===== src/rtl/inst_fetch_ctrl_pkg.sv =====
`default_nettype none
// ============================================================================
// Module      : inst_fetch_ctrl_pkg
// Description : Shared types, constants and helpers for the instruction
//               fetch controller of the 16-bit pipeline.
// Revision    : 1.0 - initial release
// ============================================================================
package inst_fetch_ctrl_pkg;

    // Bus types
    typedef logic [15:0] inst_addr_t;   // PC / instruction address
    typedef logic [15:0] inst_t;        // instruction word
    typedef logic [17:0] sram_addr_t;   // external SRAM address {bank, pc}
    typedef logic [2:0]  wait_cnt_t;    // wait-state counter

    // Instruction inserted whenever no fetched word is available
    localparam inst_t c_nop_inst = 16'h0800;

    // Generic enable levels
    localparam logic c_enable  = 1'b1;
    localparam logic c_disable = 1'b0;

    // SRAM strobes are active low
    localparam logic c_chip_enable  = 1'b0;
    localparam logic c_chip_disable = 1'b1;

    // Fetch FSM encodings
    localparam logic [0:0] c_fetch_idle   = 1'b0;
    localparam logic [0:0] c_fetch_access = 1'b1;

    // Build the full SRAM address from the bank bits and the PC
    function automatic sram_addr_t make_sram_addr(input logic [1:0] bank,
                                                  input inst_addr_t pc);
        return {bank, pc};
    endfunction

endpackage : inst_fetch_ctrl_pkg
`default_nettype wire


===== src/rtl/inst_fetch_ctrl.sv =====
`default_nettype none
// ============================================================================
// Module      : inst_fetch_ctrl
// Description : Instruction-memory responder. Runs a multi-cycle read on the
//               external instruction SRAM for the address presented by the
//               PC register, stalls the PC while the read is in flight,
//               returns the word to IF/ID and yields the shared SRAM bus to
//               the MEM stage when it is not busy.
// Revision    : 1.0 - initial release
// ============================================================================
module inst_fetch_ctrl
    import inst_fetch_ctrl_pkg::*;
#(
    parameter int unsigned WAIT_CYCLES = 1,      // read wait states, 0..7
    parameter logic [1:0]  BANK        = 2'b00   // upper SRAM address bits
) (
    input  logic        clk,
    input  logic        rst,            // asynchronous, active low
    input  logic [15:0] pc_i,
    input  logic        ce_i,
    input  logic        flush_i,
    input  logic        mem_req_i,
    output logic        mem_grant_o,
    output logic        stallreq_o,
    output logic [15:0] inst_o,
    output logic        inst_valid_o,
    output logic [17:0] sram_addr_o,
    input  logic [15:0] sram_data_i,
    output logic        sram_ce_n_o,
    output logic        sram_oe_n_o,
    output logic        sram_we_n_o
);

    // Terminal count of the wait counter; the counter is 3 bits wide so the
    // wait-state count is limited to 0..7.
    localparam wait_cnt_t c_wait_max = wait_cnt_t'(WAIT_CYCLES);

    logic [0:0] state;
    logic [0:0] next_state;
    wait_cnt_t  cnt;
    logic       last_beat;      // final ACCESS cycle, data is captured at its edge
    logic       start_fetch;    // IDLE cycle that launches a new read

    // The read is complete once the counter has reached the wait-state count.
    assign last_beat   = (state == c_fetch_access) && (cnt == c_wait_max);

    // MEM has priority over a new fetch, and a flush suppresses any launch.
    assign start_fetch = (state == c_fetch_idle) && !mem_req_i && !flush_i && ce_i;

    // The controller never writes to instruction memory.
    assign sram_we_n_o = c_chip_disable;

    // State register
    always_ff @(posedge clk or negedge rst) begin
        if (!rst) begin
            state <= c_fetch_idle;
        end else begin
            state <= next_state;
        end
    end

    // Next-state logic: launch from IDLE, leave ACCESS on completion or flush
    always_comb begin
        next_state = state;
        case (state)
            c_fetch_idle: begin
                if (start_fetch) begin
                    next_state = c_fetch_access;
                end
            end
            c_fetch_access: begin
                if (flush_i || last_beat) begin
                    next_state = c_fetch_idle;
                end
            end
            default: begin
                next_state = c_fetch_idle;
            end
        endcase
    end

    // Output logic: bus grant and stall request are combinational so the PC
    // and MEM stage react within the current cycle.
    always_comb begin
        mem_grant_o = c_disable;
        stallreq_o  = c_disable;
        case (state)
            c_fetch_idle: begin
                // In IDLE a pending fetch always holds the PC: it either
                // launches now or waits behind MEM / a flush.
                mem_grant_o = mem_req_i;
                stallreq_o  = ce_i;
            end
            c_fetch_access: begin
                // The bus stays with the fetch until it completes; the PC is
                // released in the capture cycle so it advances at that edge.
                mem_grant_o = c_disable;
                stallreq_o  = !last_beat;
            end
            default: begin
                mem_grant_o = c_disable;
                stallreq_o  = c_disable;
            end
        endcase
    end

    // Datapath: SRAM address/strobes, wait counter and instruction capture
    always_ff @(posedge clk or negedge rst) begin
        if (!rst) begin
            cnt          <= '0;
            inst_o       <= c_nop_inst;
            inst_valid_o <= c_disable;
            sram_addr_o  <= '0;
            sram_ce_n_o  <= c_chip_disable;
            sram_oe_n_o  <= c_chip_disable;
        end else begin
            case (state)
                c_fetch_idle: begin
                    cnt          <= '0;
                    inst_valid_o <= c_disable;
                    if (start_fetch) begin
                        // Latch the address; it stays fixed for the whole read
                        // regardless of later PC changes. inst_o keeps the
                        // previous word until the new one arrives.
                        sram_addr_o <= make_sram_addr(BANK, pc_i);
                        sram_ce_n_o <= c_chip_enable;
                        sram_oe_n_o <= c_chip_enable;
                    end else begin
                        // No launch this cycle (idle, MEM owns the bus, or a
                        // flush): present a bubble to IF/ID.
                        inst_o      <= c_nop_inst;
                        sram_ce_n_o <= c_chip_disable;
                        sram_oe_n_o <= c_chip_disable;
                    end
                end
                c_fetch_access: begin
                    if (flush_i) begin
                        // A flush wins over a completion in the same cycle.
                        cnt          <= '0;
                        inst_o       <= c_nop_inst;
                        inst_valid_o <= c_disable;
                        sram_ce_n_o  <= c_chip_disable;
                        sram_oe_n_o  <= c_chip_disable;
                    end else if (last_beat) begin
                        cnt          <= '0;
                        inst_o       <= sram_data_i;
                        inst_valid_o <= c_enable;
                        sram_ce_n_o  <= c_chip_disable;
                        sram_oe_n_o  <= c_chip_disable;
                    end else begin
                        // Counter stops at the terminal count, so it never wraps.
                        cnt          <= cnt + wait_cnt_t'(1);
                        inst_valid_o <= c_disable;
                    end
                end
                default: begin
                    cnt          <= '0;
                    inst_valid_o <= c_disable;
                    sram_ce_n_o  <= c_chip_disable;
                    sram_oe_n_o  <= c_chip_disable;
                end
            endcase
        end
    end

endmodule : inst_fetch_ctrl
`default_nettype wire


===== config.mk =====
export PLATFORM = sky130hd
export DESIGN_NAME = inst_fetch_ctrl
export DESIGN_NICKNAME = d
export VERILOG_FILES = /design/src/rtl/inst_fetch_ctrl_pkg.sv /design/src/rtl/inst_fetch_ctrl.sv
export SDC_FILE = /design/constraint.sdc
export NUM_CORES = 1
export LEC_CHECK = 0
export CORE_ASPECT_RATIO = 1.2
export CORE_MARGIN = 8
export CORE_UTILIZATION = 38
export CTS_CLUSTER_SIZE = 10
export DETAILED_ROUTE_END_ITERATION = 6
export GPL_TIMING_DRIVEN = 1
export HOLD_SLACK_MARGIN = 0.08
export PLACE_DENSITY_LB_ADDON = 0.08
export RECOVER_POWER = 100
export SYNTH_ARGS = -nofsm -noshare
export SYNTH_HDL_FRONTEND = slang
export SYNTH_SLANG_ARGS = --single-unit

===== constraint.sdc =====
create_clock -name clk -period 2 [get_ports clk]
set_input_delay 0.4 -clock clk [delete_from_list [all_inputs] [get_ports clk]]
set_output_delay 0.4 -clock clk [all_outputs]
set_load 0.02 [all_outputs]

==> results.yml <==
detailed_routing:
  vias: 1103
  first_pass_iters: 3
  wl_per_cell_um: 15.6
  drcViolationCount: 0
  route.antenna.remaining_nets: 0
  viasPerCell: 4.67
  totalWireLength_mm: 3.68
  drtIter0Drc: 28
worst_setup_path:
  end_kind: "output port"
  setup.worst_path.end: "stallreq_o"
  worstSetupPathType: "register to output port"
  start_kind: "register"
  timing.rr.start: "state"
  crit_chain: "ha_1, nor2b_1, a21oi_1, clkdlybuf4s15_1"
  cp.arrival_ns: 1.51
  max_stage_delay_ns: 0.40
  slowest_stage: "dfrtp_1"
  cp_num_buf_inv: 1
  rr_endpoint: "sram_addr_o[3]"
  critical-path-top-delay-family: "flip-flops"
  path_depth: 4
  reg2reg_depth: 3
  ff2ff_setup_slack_ns: 0.39
  crit_fanout: 3
  cp-startpoint: "cnt[0]"
  required_ns: 1.60
floorplanning:
  start_util: 0.388
  fp.dieArea_mm2: 0.00619
  dieHeight_um: 84.6
  io-pin-count: 77
  coreArea_mm2: 0.00385
  chipWidth_um: 73.2
  rows: 25
final_layout:
  n_antenna_cell: 0
  fin_nets: 220
  fin_util: 0.626
  ff_latch_area_um2: 953
  synthToLayoutAreaGrowth_pct: 61.4
  fill_cells: 328
  multi_input_comb_area_um2: 468
  finalInstanceArea_mm2: 0.00241
  drive_gt1_frac: 0.176
synth:
  syn_area_mm2: 0.00149
  ys.flop_type: "dfrtp_1"
  netlist_instances: 102
  synth-edff-count: 0
  yosysSeqAreaShare: 0.639
  async_flop_share: 1.00
  ys_ff_latch: 38
  avgSynthCellArea_um2: 14.6
  ys_types: 20
  synth_warnings: 0
global_route:
  overflow: 0
  grt_max_degree: 39
  grt_pass1_wl_mm: 6.02
  antenna_found_initial: 0
  grt_pass1_vias: 1236
  track_usage: 0.125
clocking:
  insertion_delay_ns: 0.28
  cts_buffers: 5
  cts-root-buf: "clkbuf_8"
  clock_path_buffers: 2
  cts.clk_slew.worst_paths_ns: 0.07
  clock-sinks: 38
  cts_tree: "built"
  htree_levels: 2
pwr:
  static-leakage-power_uw: 0.00111
  p_seq_frac: 0.416
  p_sw_frac: 0.239
  cell_internal_pwr_uw: 1620
  finalPower_uw: 2130
  p_comb_frac: 0.213
  switchingPower_uw: 510
  pwr_density_cell_mw_per_mm2: 886
  power.share.clock: 0.371
  ir_drop_mv: 0.437
timing:
  rsz0062_at_grt: "false"
  period_needed_ns: 1.91
  finalHoldViolCount: 0
  worst_slew_pin_slew_ns: 0.927
  max_freq_mhz: 522
  setup_violations: 0
  hold_ws_ns: 0.242
  drv_slew: 0
  fin_skew_ns: 0.00444
  max_slew_margin: 0.382
  post-route-period-util: 0.957
placement:
  port_buffers: 73
  postPlaceCellArea_mm2: 0.00229
  dpl.hpwl_mm: 2.83
  gp_congestion: 0.672
run_status:
  status: "finished, final reports clean"
job:
  cap_viol_max_count: 0
worst_hold_path:
  hold_path_class: "input pin to async pin"
kinds of logic after synthesis:
family / after synthesis / synth area share
DFF: 38 / 0.639
AOI/OAI and AO/OA: 18 / 0.0998
muxes: 16 / 0.121
and+or+nand+nor: 15 / 0.0612
buffers and inverters: 10 / 0.0512
adders and majority gates: 2 / 0.0168
other: 2 / 0.00504
xor gates and xnor gates: 1 / 0.00587
power groups by stage:
stage	sequential [uW]	combinational [uW]	clock, uW
floorplan	1000	121	0
global placement	902	496	0
detailed placement	907	500	0
CTS	892	497	823
global route	898	486	852
finish	887	455	790
layer usage:
layer  up-vias  GRT usage  share of wire
met5         -          0              0
met2        52      0.200           0.50
li1        508          -              -
met1       537      0.140           0.40
met4         0     0.0547          0.015
met3         6     0.0513          0.085
cell usage in the layout (no fill, tap or decap):
cell type	count
clkdlybuf4s15_1	1
clkdlybuf4s50_1	34
ha_1	2
a21oi_1	2
inv_1	2
buf_4	1
buf_12	1
nor4b_4	1
bufinv_16	2
dfrtp_1	36
a22o_1	15
nand2b_1	2
dlygate4sd3_1	36
nor2b_1	3
dlygate4sd2_1	1
conb_1	3
nor3_1	2
mux2_2	16
nand2_1	1
clkbuf_2	2
xnor2_1	1
nor2_2	1
clkbuf_1	3
clkbuf_8	6
a21o_1	1
nor2_1	5
dfstp_2	2
flip-flops by register name (all words and copies together) (netlist names):
name	cells
inst_o	16
sram_addr_o	16
cnt	3
inst_valid_o	1
sram_oe_n_o	1
state	1
stage by stage:
stage / setup TNS [ns] / std cells / setup slack, ns
after floorplan: 0 / 103 / 0.395
after global placement: -0.802 / 228 / -0.0873
after detailed placement: -2.33 / 228 / -0.165
after CTS: 0 / 236 / 0.0338
after global routing: 0 / 236 / 0.0197
final: 0 / 236 / 0.0850
how the worst min path moves through the flow:
stage	startpoint	endpoint	slack [ns]
after floorplan	rst	cnt[0]	0.10
after global placement	cnt[0]	cnt[0]	0.45
after detailed placement	inst_o[11]	inst_o[11]	0.46
after CTS	rst	sram_addr_o[9]	0.23
after global routing	rst	sram_addr_o[1]	0.31
final	rst	sram_addr_o[9]	0.24
area by class of cell:
type                            instances  area share
Clock buffer                            6      0.0343
Clock inverter                          2      0.0249
Inverter                                2     0.00312
Multi-Input combinational cell         55       0.194
Sequential cell                        38       0.396
Tap cell                               54      0.0281
Timing Repair Buffer                   79       0.319
synth_stat cells (2+ instances only):
cell / instances / area, um^2
dfrtp_1: 36 / 901
mux2_2: 16 / 180
a22o_1: 15 / 131
nor2_1: 6 / 22.5
buf_4: 5 / 37.5
nor2b_1: 3 / 18.8
a21oi_1: 2 / 10.0
conb_1: 2 / 7.51
dfstp_2: 2 / 52.6
ha_1: 2 / 25.0
inv_1: 2 / 7.51
nand2b_1: 2 / 12.5
nor3_1: 2 / 10.0
repair_timing:
item / 4_1_cts / 5_1_grt
hold buffers: 0 / 0
resized for setup: 2 / 2
buffers inserted: 0 / 0
endpoints found under the hold margin: 0 / 0
endpoints found under the setup margin: 2 / 16
worst register-to-register path, stage by stage, from the launching register on:
cell and delay (ns):
dfrtp_1 0.47, nor4b_4 0.30, clkbuf_2 0.35, mux2_2 0.38
No activity file was read; power rests on OpenSTA's default activity.
